--- src/rtl/contador_sin_param_if.sv ---
// ============================================================================
// Module   : contador_sin_param_if
// Brief    : Control/status bundle for the contador_sin_param counter.
// Revision : 1.0
// ============================================================================
`default_nettype none

interface contador_sin_param_if #(
    parameter int WIDTH = 3
);
    logic             en;
    logic             up;
    logic             load;
    logic [WIDTH-1:0] load_val;
    logic [WIDTH-1:0] count;
    logic [WIDTH-1:0] count_gray;
    logic             tc;
    logic             wrap;

    modport master (
        output en, up, load, load_val,
        input  count, count_gray, tc, wrap
    );

    modport slave (
        input  en, up, load, load_val,
        output count, count_gray, tc, wrap
    );
endinterface

`default_nettype wire

--- src/rtl/contador_sin_param.sv ---
// ============================================================================
// Module   : contador_sin_param
// Brief    : Modulo-N up/down counter with load, wrap/saturate, tc, Gray copy.
// Revision : 1.0
// ============================================================================
`default_nettype none

module contador_sin_param #(
    parameter int WIDTH    = 3,
    parameter int MODULUS  = 8,
    parameter int SATURATE = 0
) (
    input  wire logic           clk,
    input  wire logic           rstn,
    contador_sin_param_if.slave bus
);
    localparam logic [WIDTH:0] c_max = (WIDTH+1)'(MODULUS - 1);
    localparam logic [WIDTH:0] c_one = (WIDTH+1)'(1);
    localparam bit             c_sat = (SATURATE != 0);

    logic [WIDTH-1:0] r_count;
    logic [WIDTH-1:0] r_gray;
    logic             r_wrap;

    logic [WIDTH:0]   w_cur;
    logic [WIDTH:0]   w_load;
    logic [WIDTH:0]   w_next;
    logic             w_wrap_next;
    logic             w_at_max;
    logic             w_at_zero;

    // One extra bit keeps the +1 at the top code from aliasing back to zero
    assign w_cur     = {1'b0, r_count};
    assign w_load    = {1'b0, bus.load_val};
    assign w_at_max  = (w_cur == c_max);
    assign w_at_zero = (w_cur == '0);

    always_comb begin
        w_next      = w_cur;
        w_wrap_next = 1'b0;
        if (bus.load) begin
            w_next = (w_load > c_max) ? c_max : w_load;
        end else if (bus.en) begin
            if (bus.up) begin
                if (!w_at_max) begin
                    w_next = w_cur + c_one;
                end else if (!c_sat) begin
                    w_next      = '0;
                    w_wrap_next = 1'b1;
                end
            end else begin
                if (!w_at_zero) begin
                    w_next = w_cur - c_one;
                end else if (!c_sat) begin
                    w_next      = c_max;
                    w_wrap_next = 1'b1;
                end
            end
        end
    end

    // Gray is taken from the next value so it lands in the same cycle as count;
    // bit WIDTH of w_next is always zero, which makes this next ^ (next >> 1)
    always_ff @(posedge clk) begin
        if (rstn) begin
            r_count <= '0;
            r_gray  <= '0;
            r_wrap  <= 1'b0;
        end else begin
            r_count <= w_next[WIDTH-1:0];
            r_gray  <= w_next[WIDTH-1:0] ^ w_next[WIDTH:1];
            r_wrap  <= w_wrap_next;
        end
    end

    assign bus.count      = r_count;
    assign bus.count_gray = r_gray;
    assign bus.wrap       = r_wrap;
    assign bus.tc         = bus.en & ((bus.up & w_at_max) | (~bus.up & w_at_zero));

endmodule

`default_nettype wire

--- src/flat_wrapper.sv ---
// flat-port wrapper written by rule: the top's interface ports become plain ports
module contador_sin_param_flat 
#(
    parameter int WIDTH    = 3,
    parameter int MODULUS  = 8,
    parameter int SATURATE = 0
)
  (clk, rstn, bus_en, bus_up, bus_load, bus_load_val, bus_count, bus_count_gray, bus_tc, bus_wrap);
  contador_sin_param_if #(.WIDTH(WIDTH)) bus_i ();
  input  wire logic clk;
  input  wire logic rstn;
  input wire logic [$bits(bus_i.en)-1:0] bus_en;
  input wire logic [$bits(bus_i.up)-1:0] bus_up;
  input wire logic [$bits(bus_i.load)-1:0] bus_load;
  input wire logic [$bits(bus_i.load_val)-1:0] bus_load_val;
  output wire logic [$bits(bus_i.count)-1:0] bus_count;
  output wire logic [$bits(bus_i.count_gray)-1:0] bus_count_gray;
  output wire logic [$bits(bus_i.tc)-1:0] bus_tc;
  output wire logic [$bits(bus_i.wrap)-1:0] bus_wrap;
  assign bus_i.en = bus_en;
  assign bus_i.up = bus_up;
  assign bus_i.load = bus_load;
  assign bus_i.load_val = bus_load_val;
  assign bus_count = bus_i.count;
  assign bus_count_gray = bus_i.count_gray;
  assign bus_tc = bus_i.tc;
  assign bus_wrap = bus_i.wrap;
  contador_sin_param #(.WIDTH(WIDTH), .MODULUS(MODULUS), .SATURATE(SATURATE)) u_core (.clk(clk), .rstn(rstn), .bus(bus_i));
endmodule
--- config.mk ---
export PLATFORM = sky130hd
export DESIGN_NAME = contador_sin_param_flat
export DESIGN_NICKNAME = d
export VERILOG_FILES = /design/src/rtl/contador_sin_param_if.sv /design/src/rtl/contador_sin_param.sv /design/src/flat_wrapper.sv
export SDC_FILE = /design/constraint.sdc
export NUM_CORES = 1
export LEC_CHECK = 0
export ABC_AREA = 1
export CAP_MARGIN = 10
export CORE_AREA = 8 8 45 47
export DETAILED_ROUTE_END_ITERATION = 8
export DIE_AREA = 0 0 53 55
export HOLD_SLACK_MARGIN = 0.08
export MAX_ROUTING_LAYER = met4
export PLACE_DENSITY = 0.66
export SLEW_MARGIN = 30
export SYNTH_ARGS = -nofsm -noshare
export SYNTH_HDL_FRONTEND = slang
export SYNTH_SLANG_ARGS = --single-unit
--- constraint.sdc ---
create_clock -name clk -period 1.6 [get_ports clk]
set_input_delay 0.32 -clock clk [delete_from_list [all_inputs] [get_ports clk]]
set_output_delay 0.32 -clock clk [all_outputs]
set_load 0.02 [all_outputs]
Word level (Yosys, flattened, before mapping) --
Index checks and enable logic that the tools add are counted.
Operators by class: add/subtract/negate cells 2, magnitude comparators 1, equal/unequal tests 1, multiplexer cells 9, bitwise gates (word level) 7, reductions and logical operators 2
Operators by type and width (number):
- 4-bit two-way mux | 5
- 3-bit by 1-bit adder with 4-bit output, second input constant | 1
- 4-bit zero test | 1
- 3-bit by 1-bit subtractor with 4-bit output, second input constant | 1
- 1-bit AND | 3
- 3-bit equality test, second input constant | 1
- 3-bit greater-than comparator, second input constant | 1
- 1-bit two-way mux | 3
- 3-bit two-way mux | 1
- 3-bit OR reduction | 1
- 3-bit XOR | 1
- 1-bit inverter | 2
- 1-bit OR | 1
Word-level totals: flip-flop bits (word level) 7, bits of input ports 8, output and inout port bits 8, logic and storage cells 25

Longest topological paths before layout --
depth in word-level cells 6, depth in mapped cells 12, depth with buffers taken out 12

Worst setup path before layout --
Ideal clock, no wire load.
path kind register to output, start point reg u_core.r_count[1] (netlist: u_core.bus.count[1]), end point out bus_tc, arrival 1471 ps, data required time 1280 ps, setup slack -191 ps, cell stages (with the launch flop) 6, path buffers 0, path through dfxtp_1 -> ha_1 -> ha_1 -> nor2_1 -> or2_2 -> nor2_1
Between the ends: word-level cells in the longest chain between the ends 4, elaborated cells between the ends (all ways) 6, those cells by class 1 x eq/ne; 4 x bitwise; 1 x reduce/logical
Ends and longest elaborated chain:
- from (decl) | line contador_sin_param.sv:21 | logic [WIDTH-1:0] r_count;
- from (signal assigned) | line contador_sin_param.sv:70 | r_count <= w_next[WIDTH-1:0];
- 3-bit equality test or 4-bit zero test (tied branches) | line contador_sin_param.sv:35, contador_sin_param.sv:36
- 1-bit AND | line contador_sin_param.sv:79 | assign bus.tc = bus.en & ((bus.up & w_at_max) | (~bus.up & w_at_zero));
- 1-bit OR (*) | line contador_sin_param.sv:79
- 1-bit AND (*) | line contador_sin_param.sv:79
- to (decl) | line flat_wrapper.sv:18 | output wire logic [$bits(bus_i.tc)-1:0] bus_tc;
Every way passes the cells marked *; elsewhere a longest branch is shown, timed or not.

Worst setup path in the final report --
Same ends and word-level chain as after synthesis.

==> PnR_summary.wiki <==
{| class="wikitable"
! Metric !! Value
|-
| Final number of hold-violating endpoints || 0
|-
| Detailed Routing Iterations Pass 1 || 4
|-
| Number of antenna cells inserted || 0
|-
| Remaining number of nets flagged by the antenna check after routing || 0
|-
| Internal power component || 0.397 mW
|-
| Violations in the final reports || setup timing
|-
| Number of library cell types mapped by synthesis || 16
|-
| Total overflow reported by the global router || 0
|-
| Fmax || about 0.6 GHz
|-
| Maximum number of pins on one net before global-route repair || 6
|-
| Category of the most critical setup path || reg2out
|-
| Post-route non-filler standard cell count || ~120
|-
| Number of failing setup endpoints in the final timing report || 1
|-
| Post-Syn Instances || 76
|-
| DRC violation total after the first TritonRoute iteration || 3
|-
| DR DRC count || 0
|-
| Post-DR wirelength/cell || 10.5 um
|-
| YS warnings || 0
|-
| Ratio of total power to cell area || 704 nW/um^2
|-
| Unrepaired setup endpoints after global routing || true
|-
| Origin of the worst setup path || u_core.bus.count[1]
|-
| Worst hold start || rstn
|-
| Total I/O pin count || 16
|-
| Fin crit share || 107%
|-
| Clock root buffer || clkbuf_4
|-
| Share of synthesized area occupied by flip-flops and latches || approximately 30%
|-
| Bufs on Longest Clock Path || 2
|-
| Worst-Margin Slew || 0.262 ns
|-
| Synthesis-to-layout area growth || 75.3%
|-
| Clock period minus worst slack || 1.71 ns
|-
| Max incr delay on CP || 0.38 ns
|-
| Net Sw Power || 0.189 mW
|-
| Post-Route Skew || roughly 0.0073 ns
|-
| Final-report max-slew violation count || 0
|-
| Number of vias in the routed layout || 560
|-
| Startpoint Class || flip-flop
|-
| Die Footprint || 2920 um^2
|-
| Outcome || finished with violations
|-
| Routability congestion estimate || 0.946
|-
| Least setup slack across all paths after layout || -0.108 ns
|-
| Data required time at the worst endpoint || 1.28 ns
|-
| Per-cell via count in the routed design || 4.55
|-
| Tightest Hold Check Type || in2reg
|-
| Worst slew margin || 82.5%
|-
| Data arrival time of the critical path || 1.39 ns
|-
| FILL cells || 127
|-
| Total Nets Final || 120
|-
| Flop pwr share || about a third
|-
| Vias in the first global route || between 500 and 600
|-
| Detailed Route WL || 1290 um
|-
| Initial Utilization || 34.4%
|-
| Maximum fanout along the worst path || 4
|-
| Count of placed standard cells including taps || 118
|-
| Clock latency reported for the late side of the worst-skew pair || 0.25 ns
|-
| CTS tree || done
|-
| Gate family responsible for the most delay along the worst path || flip-flops
|-
| Placement-stage cell area || 733 um^2
|-
| Detailed Place HPWL || about 1100 um
|-
| Worst-path clk slew || 0.05 ns
|-
| Global router's overall resource usage || about a tenth
|-
| Initial antenna violation count || 0
|-
| Non-Filler Cell Area, Final || approximately 830 um^2
|-
| Share of total power in the clock network || 27.0%
|-
| Standard-cell rows || 14
|-
| Crit. End Element || primary output
|-
| Standard cell core area || 1380 um^2
|-
| Width of the die || 53 um
|-
| Critical R2R Launch || u_core.bus.count[1]
|-
| Critical Path Most Common Cell || ha_4
|-
| Slowest cell on the critical path || dfxtp_4
|-
| Leak pwr || 0.411 nW
|-
| Post-synthesis instance area || 475 um^2
|-
| Max Cap Viol || 0
|-
| Critical-path cell list || ha_4 > ha_4 > nor2_2 > or2_4 > nor2_4 > buf_6
|-
| Proportion of power drawn by combinational gates || roughly two fifths
|-
| TritonCTS Buffers || 3
|-
| Syn_area_per_cell || 6.26 um^2
|-
| Die Height || 55 um
|-
| Num Clock Sinks || 7
|-
| Share of cells above drive strength 1 || between 30% and 40%
|-
| Global-route wire length before repair || 2200 um
|-
| Post-synthesis net count || 88
|-
| Port bufs || 15
|-
| Net switching share of the total power || about a third
|-
| Critical path buffer and inverter count || 1
|-
| Max IR drop VDD || between 0.2 and 0.25 mV
|-
| Number of synthesized register bits || 7
|-
| Total power || 0.587 mW
|-
| Clock H-tree levels || 1
|}
final timing paths:
kind / endpoint / slack (ns) / cells past startpoint
worst min-delay path: u_core.bus.count[0] / 0.69 / 2
worst min register to register: u_core.bus.count[1] / 0.71 / 4
worst max register to register: u_core.bus.count_gray[1] / 0.07 / 13
worst max-delay path: bus_tc / -0.11 / 6
power by group through the flow:
stage / logic, mW / registers (mW) / clock network (mW)
6_report: 0.226 / 0.202 / 0.158
4_1_cts: 0.216 / 0.202 / 0.163
3_3_place_gp: 0.208 / 0.204 / 0
3_5_place_dp: 0.212 / 0.204 / 0
2_1_floorplan: 0.0861 / 0.225 / 0
5_1_grt: 0.250 / 0.205 / 0.181
synth_stat cells:
master / instances / area, um^2
a21oi_1: 4 / 20.0
a21oi_2: 2 / 17.5
a22oi_1: 1 / 7.51
dfxtp_1: 7 / 140
ha_1: 4 / 50.1
inv_1: 10 / 37.5
inv_2: 3 / 11.3
nand2_1: 20 / 75.1
nand2_2: 2 / 12.5
nand3_1: 6 / 30.0
nand4_1: 1 / 6.26
nor2_1: 12 / 45.0
nor3_1: 1 / 5.00
o21ai_1: 1 / 5.00
or2_1: 1 / 6.26
or2_2: 1 / 6.26
sequential cells by signal, indices dropped and copies added, names as in the netlist:
signal and count:
u_core.bus.count_gray 3, u_core.bus.count 3, u_core.bus.wrap 1
cells by family (layout without fill, tap and decap cells):
logic type / count (synthesis) / count (layout) / synth area share [%]
AO/OA/AOI/OAI: 8 / 8 / 10.5
adder cells (fa/ha/maj): 4 / 4 / 10.5
buffers and inverters: 13 / 44 / 10.3
flip-flops: 7 / 7 / 29.5
AND/OR/NAND/NOR: 44 / 44 / 39.2
layout make-up:
| class | instances | area, um^2 | area share, % |
|---|---|---|---|
| clock buffers | 4 | 26.3 | 3.15 |
| flip-flops and latches | 7 | 148 | 17.7 |
| inverters | 13 | 48.8 | 5.86 |
| well taps | 16 | 20.0 | 2.40 |
| multi-input cells | 56 | 352 | 42.2 |
| repair buffers | 27 | 239 | 28.7 |
metrics by stage:
stage	worst slack [ns]	hold WS [ns]	util [%]	TNS, ns
floorplan	0.0102	0.385	-	0
detailed placement	-0.656	0.707	53.0	-0.937
CTS	-0.152	0.698	58.1	-0.152
finish	-0.108	0.693	60.2	-0.108
global placement	-0.600	0.702	53.0	-0.773
global route	-0.157	0.709	60.2	-0.194
cells in the final DEF (no fill, tap or decap), types with 4 or more instances in the layout:
master and instances:
a21oi_1 4, buf_4 12, clkdlybuf4s50_1 11, dfxtp_1 5, inv_1 7, inv_2 6, nand2_1 18, nand2_2 4
nand3_1 5, nor2_1 10
repair_timing:
item / 4_1_cts / 5_1_grt
endpoints found under the setup margin: 4 / 4
buffers inserted: 1 / 0
gates resized for setup: 18 / 10
hold buffers: 0 / 0
cloned: 0 / 0
pin swaps: 1 / 4
per-layer routing:
metal	vias up	GRT usage, %	wire [um]
met4	0	6.47	16
li1	302	-	-
met1	239	12.0	590
met2	17	16.6	629
met5	-	-	0
met3	2	1.87	58
Note: power is estimated with default switching activity, not from simulation.
